`config.mk`:
```
export PLATFORM = sky130hd
export DESIGN_NAME = ws_weight_loader
export DESIGN_NICKNAME = d
export VERILOG_FILES = /design/src/rtl/ws_weight_loader_pkg.sv /design/src/rtl/ws_weight_buf.sv /design/src/rtl/ws_weight_loader.sv
export SDC_FILE = /design/constraint.sdc
export NUM_CORES = 2
export LEC_CHECK = 0
export BUFFER_PORTS_ARGS = -buffer_cell sky130_fd_sc_hd__buf_4
export CAP_MARGIN = 20
export CORE_MARGIN = 4
export CORE_UTILIZATION = 62
export DETAILED_ROUTE_END_ITERATION = 7
export PLACE_DENSITY_LB_ADDON = 0.15
export SLEW_MARGIN = 20
export SYNTH_ARGS = -nofsm -noshare
export SYNTH_HDL_FRONTEND = slang
export SYNTH_HIERARCHICAL = 1
export SYNTH_SLANG_ARGS = --single-unit
```
`constraint.sdc`:
```
create_clock -name clk -period 12.07 [get_ports clk]
set_clock_uncertainty 0.1 [all_clocks]
set_input_delay 1.8105 -clock clk [delete_from_list [all_inputs] [get_ports clk]]
set_output_delay 1.8105 -clock clk [all_outputs]
set_load 0.02 [all_outputs]
```
`src/rtl/ws_weight_loader_pkg.sv`:
```
// Shared types and sizing for the weight-stationary tile loader.
package ws_weight_loader_pkg;
  localparam int A_H_DEF   = 16;
  localparam int B_W_DEF   = 16;
  localparam int WIDTH_DEF = 8;
  localparam int ROW_W     = A_H_DEF * WIDTH_DEF;
  localparam int CNT_W     = $clog2(B_W_DEF + 1);

  typedef enum logic [1:0] {
    FILL = 2'd0,
    LOAD = 2'd1,
    TAIL = 2'd2
  } state_e;

  function automatic int addr_w(input int depth);
    return (depth > 1) ? $clog2(depth) : 1;
  endfunction
endpackage

```
`src/rtl/ws_weight_buf.sv`:
```
// Tile row storage: one synchronous write port, one combinational read port.
module ws_weight_buf #(
  parameter int DEPTH = 16,
  parameter int ROW_W = 128,
  parameter int AW    = 4
) (
  input  logic             clk,
  input  logic             wr_en,
  input  logic [AW-1:0]    wr_addr,
  input  logic [ROW_W-1:0] wr_data,
  input  logic [AW-1:0]    rd_addr,
  output logic [ROW_W-1:0] rd_data
);
  logic [ROW_W-1:0] mem_q [DEPTH];

  // contents are deliberately left unreset; every row is rewritten before use
  always_ff @(posedge clk) begin
    if (wr_en) mem_q[wr_addr] <= wr_data;
  end

  assign rd_data = mem_q[rd_addr];
endmodule

```
`src/rtl/ws_weight_loader.sv`:
```
// Buffers a B_W-row weight tile from a valid/ready stream, then shifts it
// into the MAC array deepest column first.
module ws_weight_loader
  import ws_weight_loader_pkg::*;
#(
  parameter int A_H   = A_H_DEF,
  parameter int B_W   = B_W_DEF,
  parameter int WIDTH = WIDTH_DEF
) (
  input  logic                 clk,
  input  logic                 rst_n,
  input  logic                 s_valid,
  output logic                 s_ready,
  input  logic [A_H*WIDTH-1:0] s_data,
  output logic                 weight_wen,
  output logic [A_H*WIDTH-1:0] weight_din,
  output logic                 busy,
  output logic                 load_done
);
  localparam int RW = A_H * WIDTH;
  localparam int CW = $clog2(B_W + 1);
  localparam int AW = addr_w(B_W);

  state_e          state_q, state_d;
  logic [CW-1:0]   cnt_q, cnt_d;
  logic [RW-1:0]   din_q, din_d;
  logic            s_ready_q, busy_q, wen_q, done_q;
  logic            hs, last;
  logic            wr_en;
  logic [AW-1:0]   rd_addr;
  logic [RW-1:0]   rd_data;

  assign hs      = s_valid && s_ready_q;
  assign last    = (cnt_q == CW'(B_W - 1));
  // prefetch the row for the next LOAD cycle: Lk+1 shows row B_W-2-k
  assign rd_addr = AW'(B_W - 2) - cnt_q[AW-1:0];

  ws_weight_buf #(.DEPTH(B_W), .ROW_W(RW), .AW(AW)) u_buf (
    .clk     (clk),
    .wr_en   (wr_en),
    .wr_addr (cnt_q[AW-1:0]),
    .wr_data (s_data),
    .rd_addr (rd_addr),
    .rd_data (rd_data)
  );

  always_comb begin
    state_d = state_q;
    cnt_d   = cnt_q;
    din_d   = '0;
    wr_en   = 1'b0;
    case (state_q)
      FILL: begin
        if (hs) begin
          wr_en = 1'b1;
          if (last) begin
            state_d = LOAD;
            cnt_d   = '0;
            // the final row is still being written, so forward it directly
            din_d   = s_data;
          end else begin
            cnt_d = cnt_q + CW'(1);
          end
        end
      end
      LOAD: begin
        if (last) begin
          state_d = TAIL;
          cnt_d   = '0;
        end else begin
          cnt_d = cnt_q + CW'(1);
          din_d = rd_data;
        end
      end
      TAIL:    state_d = FILL;
      default: state_d = FILL;
    endcase
  end

  // wen trails din by one cycle since the array registers din but not wen
  always_ff @(posedge clk or negedge rst_n) begin
    if (!rst_n) begin
      state_q   <= FILL;
      cnt_q     <= '0;
      din_q     <= '0;
      s_ready_q <= 1'b0;
      busy_q    <= 1'b0;
      wen_q     <= 1'b0;
      done_q    <= 1'b0;
    end else begin
      state_q   <= state_d;
      cnt_q     <= cnt_d;
      din_q     <= din_d;
      s_ready_q <= (state_d == FILL);
      busy_q    <= (state_d != FILL);
      wen_q     <= (state_q == LOAD);
      done_q    <= (state_q == TAIL);
    end
  end

  assign s_ready    = s_ready_q;
  assign weight_wen = wen_q;
  assign weight_din = din_q;
  assign busy       = busy_q;
  assign load_done  = done_q;
endmodule

```
==> Word level (Yosys, flattened, before mapping) <==
Memories as Yosys holds them, arrays and structs flattened.
Index checks and enable logic that the tools add are counted.
{ "totals": {"output_inout_bits": 132, "ram_bits": 2048, "elab_cells": 35, "inputBits": 131, "memories": 1, "register_bits": 139} }
{ "memory_table": {"columns": ["memory", "depth", "width", "read_ports", "rd_clocked_by_memory_dff", "wr", "line", "text"], "rows": [
  ["u_buf.mem_q", 16, 128, 1, 0, 1, "ws_weight_buf.sv:14", "logic [ROW_W-1:0] mem_q [DEPTH];"]
]} }
{ "op_classes": {"n_mux": 15, "n_reduce_logical": 6, "addsub": 2, "eq_ne": 4} }
{ "ops": {"columns": ["cell", "count"], "rows": [
  ["128-bit 2-to-1 mux", 3],
  ["128-bit one-hot mux with 2 select lines", 1],
  ["5-bit 2-to-1 mux", 2],
  ["5-bit one-hot mux with 2 select lines", 1],
  ["2-bit 2-to-1 mux", 3],
  ["5-bit by 1-bit adder with 5-bit output (second input constant)", 1],
  ["5-bit by 4-bit == test with 1-bit output (second input constant)", 1],
  ["2-bit zero test", 2],
  ["1-bit 2-to-1 mux", 4],
  ["2-bit one-hot mux with 2 select lines", 1],
  ["2-bit nonzero test", 2],
  ["4-bit subtractor (first input constant)", 1],
  ["2-bit by 1-bit == test with 1-bit output (second input constant)", 1],
  ["2-bit == test (second input constant)", 1],
  ["2-bit != test (second input constant)", 1],
  ["2-bit AND reduction", 1],
  ["1-bit logical AND", 1]
]} }

==> Depth between registers and ports, before layout <==
{ "logic_depth": {"depth_word": 5, "mapped_depth": 10, "ltp_nobuf": 6} }

==> Hierarchy <==
Netlist, hierarchy kept.
{ "modules_own_cells": {"columns": ["module", "n_inst", "cells_per_inst", "area_each_um2", "seq_area_each_um2"], "rows": [
  ["ws_weight_buf", 1, 3229, 76882.5, 61499.0],
  ["ws_weight_loader", 1, 323, 5001.0, 3478.3]
]} }

==> Worst setup path before layout <==
No wires, ideal clock.
{ "synth_path": {"kind": "input to register", "startpoint": "input s_valid", "endpoint": "memory u_buf.mem_q[0][0], enable pin", "path_buffers": 0, "path_stages": 3, "t_required_ns": 11.198, "arrival_ns": 11.213, "setup_slack_ns": -0.015, "setup_time_ns": 0.772, "cell_sequence": "nor4bb_4 -> or3b_2 -> nor3_1"} }
{ "synth_via": {"elab_chain_len": 5} }
{ "synth_rtl": {"columns": ["element", "line", "text"], "rows": [
  ["from (decl)", "ws_weight_loader.sv:12", "input logic s_valid,"],
  ["1-bit logical AND", "ws_weight_loader.sv:33", "assign hs = s_valid && s_ready_q;"],
  ["1-bit 2-to-1 mux", "ws_weight_loader.sv:54", "if (hs) begin"],
  ["1-bit 2-to-1 mux", "ws_weight_loader.sv:52", "case (state_q)"],
  ["1-bit 2-to-1 mux", "ws_weight_buf.sv:18", "if (wr_en) mem_q[wr_addr] <= wr_data;"],
  ["1-bit 2-to-1 mux (implied by the code)", "ws_weight_buf.sv:18", null],
  ["to (decl)", "ws_weight_buf.sv:14", null]
]} }
No other way between the ends.

==> Final worst setup path <==
{ "layout_path": {"startpoint": "register cnt_q[0]", "endpoint": "register din_q[70], in the netlist weight_din[70]"} }
{ "layout_via": {"elab_chain_len": 4, "elab_cells_between_ends": 7, "classes_between": "add/sub (1); eq/ne (1); mux (4); memory (1)"} }
{ "layout_rtl": {"columns": ["element", "line", "text"], "rows": [
  ["from (decl)", "ws_weight_loader.sv:25", "logic [CW-1:0] cnt_q, cnt_d;"],
  ["from (signal assigned)", "ws_weight_loader.sv:92", "cnt_q <= cnt_d;"],
  ["4-bit subtractor", "ws_weight_loader.sv:36", "assign rd_addr = AW'(B_W - 2) - cnt_q[AW-1:0];"],
  ["net rd_addr[1]", "ws_weight_loader.sv:30", "logic [AW-1:0] rd_addr;"],
  ["memory 16 x 128 bit", null, null],
  ["net rd_data[70]", "ws_weight_loader.sv:31", "logic [RW-1:0] rd_data;"],
  ["128-bit 2-to-1 mux", "ws_weight_loader.sv:67", "if (last) begin"],
  ["128-bit one-hot mux with 2 select lines", "ws_weight_loader.sv:52", null],
  ["net din_d[70]", "ws_weight_loader.sv:26", "logic [RW-1:0] din_q, din_d;"],
  ["to (signal assigned)", "ws_weight_loader.sv:93", "din_q <= din_d;"],
  ["to (decl)", "ws_weight_loader.sv:26", null]
]} }
The timed path passes the listed nets, and every way through them passes these cells.
A chain may end at the register's enable or synchronous reset.

==> out/results.tsv <==
metric	value	unit
# hold bufs at CTS	0	
FF-to-FF path depth	8	
1st-iter DRT viols	4621	
Fill cells	7576	
Synth Cell Area	81900	µm²
Slew HR	0.203	
share of layout cells above drive strength 1	0.296	
Setup Total Neg Slack	0	ns
worst-skew pair later-pin latency	0.81	ns
post-CTS sizing	0	
setup violators final	0	
most used cell, CP	buf_4	
Yosys Warn Count	6	
required time of the critical path	12.66	ns
result of the run	completed	
CTS tree	yes	
cts bufs inserted	206	
routed length per instance	31.9	µm
CTS Buffer Depth	3	
sequential-to-total area share from yosys stat	0.794	
crit path max fanout	116	
ANT nets after route	0	
Vias	39300	
first-pass GRT wire length	275000	µm
library cells used by synthesis	37	
number of synthesized register bits	2187	
HPWL after detailed placement	93200	µm
Worst path max stage delay	0.95	ns
GPL Wtd Cong	0.753	
main flop type after synthesis	edfxtp_1	
EDFF count, synth	2048	
# rows	133	
Syn Nets	3684	
post-CTS setup buffer count	0	
TritonRoute pass-1 iters	5	
Synth area leader	edfxtp_1	
average vias per placed instance	6.71	
Synth area leaders	edfxtp_1, mux4_2, dfrtp_1, a22oi_1, a22o_1	
stages on the worst setup path	8	
final-report max-slew violation count	0	
aggregate routed wire length	186000	µm
CP Buf/Inv Count	3	
top-area cell type share of the netlist area	0.751	
die area	138000	µm²
P_leak	0.0305	µW
Die Span Y	371	µm
CTS root buf	clkbuf_16	
io pins	263	
Die X	371	µm
CP Data Arrival Time	5.97	ns
Avg Cell Area, Syn	23.1	µm²
Max Cap Viol	0	
# DRC	0	
GRT overflow	0	
Total GRT Usage	0.277	
Top Family by Delay on Critical Path	buffers and inverters	
vias in the first global route	40500	
setup ws final	6.69	ns
worst-path cell chain	ha_1 -> inv_8 -> buf_4 -> buf_4 -> mux4_2 -> a22oi_1 -> nand2_1 -> a22o_1	
Worst-path clk slew	0.06	ns
Setup WS pre-CTS	6.67	ns
VDD IR max	0.332	mV
Critical Path End Type	flip-flop	
initial antenna violation count	23	
Gate Count Post-Synth	3552	
largest net degree at the start of global routing	117	
Initial Util	0.624	
path type of the worst setup path	flip-flop to flip-flop	
fmax	186	MHz
Tcrit/Tclk final	0.446	
Port Buf Inserts	262	
crit path time final	5.38	ns
PD cells	255	nW/µm²
Tightest Hold Check Type	flip-flop to flip-flop	
H-tree depth	4	
Area growth syn-to-layout	13.2	%
Nets	4031	
core area	131000	µm²
asr flop ratio synth	0.0636	
Startpoint Class	flip-flop	
hold path depth	2	
Num Clock Sinks	2187	
Worst-Margin Slew	1.19	ns
CP max stage cell	buf_4	
Final Hold Vio Count	0	
RSZ-0062 raised after global routing	no	
-- area by class of cell --
cell class	instances	area (µm²)	share of cell area
clock inverters	77	714	0.00771
multi-input cells	1157	16000	0.173
flip-flops and latches	2187	65000	0.701
inverters	3	18.8	0.000203
repair buffers	344	2810	0.0304
well taps	1755	2200	0.0237
diodes	19	47.5	0.000513
clock buffers	306	5880	0.0635
-- path summary, 6_finish.rpt --
check | start | to | slack, ns
min in group asynchronous | rst_n | weight_din[103] | 0.87
hold / removal | cnt_q[4] | cnt_q[4] | 0.40
setup reg to reg | cnt_q[0] | weight_din[70] | 6.69
hold reg to reg | cnt_q[4] | cnt_q[4] | 0.40
setup / recovery | cnt_q[0] | weight_din[70] | 6.69
max in group asynchronous | rst_n | weight_din[100] | 9.77
-- cells in the mapped netlist, drive strengths merged (2+ instances only) --
| cell type | instances |
|---|---|
| or2 | 2 |
| xor2 | 2 |
| clkbuf | 73 |
| inv | 3 |
| mux2 | 66 |
| nand3b | 2 |
| nand2b | 18 |
| buf | 132 |
| nor3 | 4 |
| dfrtp | 139 |
| o22a | 6 |
| o21ai | 18 |
| a221oi | 12 |
| and2 | 5 |
| nor2b | 30 |
| nand2 | 95 |
| o221ai | 23 |
| a22oi | 215 |
| edfxtp | 2048 |
| mux4 | 477 |
| mux2i | 24 |
| nor2 | 19 |
| a22o | 128 |
| nand3 | 2 |
-- power by group --
part	total, µW	switching (µW)	internal [µW]
Clock	6270	2640	3640
Combinational	7890	4500	3400
Sequential	9450	324	9130
-- per-layer routing --
layer	vias to the layer above	track usage	routed length, µm
li1	15900	-	-
met1	21100	0.399	72600
met2	2017	0.440	92500
met3	253	0.0619	17100
met4	8	0.0771	4060
met5	-	0	48
-- sequential cells by signal, summed over array words and instances (netlist names) --
signal	count
busy	1
cnt_q	5
load_done	1
s_ready	1
state_q	2
u_buf/mem_q	2048
weight_din	128
weight_wen	1
-- worst min-delay path: stages (launching register included) --
cell     delay, ns
dfrtp_1       0.38
inv_1         0.05
a31oi_1       0.03
-- kinds of logic (layout without fill, tap and decap cells) --
kind of cell	Yosys count	after routing	synth area share
flops	2187	2187	0.794
other cells	0	19	0
fa+ha+maj	1	1	0.000153
compound gates	405	405	0.0391
mux	567	567	0.143
xor+xnor	3	3	0.000321
simple gates	181	181	0.0107
buf+inv	208	730	0.0130
-- cells in the final DEF (no fill, tap or decap), types with 8 or more instances in the layout --
master / count
edfxtp_1: 2048
mux4_2: 477
buf_4: 327
clkbuf_16: 215
a22oi_1: 215
dfrtp_1: 138
a22o_1: 128
nand2_1: 95
clkbuf_1: 75
mux2_2: 66
clkinv_2: 28
nor2b_1: 26
clkinv_1: 25
mux2i_1: 24
o221ai_1: 23
diode_2: 19
nand2b_1: 18
o21ai_0: 18
clkbuf_8: 16
nor2_4: 14
bufinv_16: 13
a221oi_1: 12
buf_12: 8
-- through the flow --
stage	cell area (µm²)	power [µW]	std cells	hold slack, ns	utilization
global placement	85800	17300	5439	0.376	0.654
detailed placement	85900	17500	5441	0.385	0.654
CTS	92500	23800	5824	0.396	0.704
global route	92700	24600	5838	0.435	0.706
finish	92700	23600	5848	0.399	0.706
floorplan	81900	15100	3552	0.365	-
Note: power is estimated with default switching activity, not from simulation.
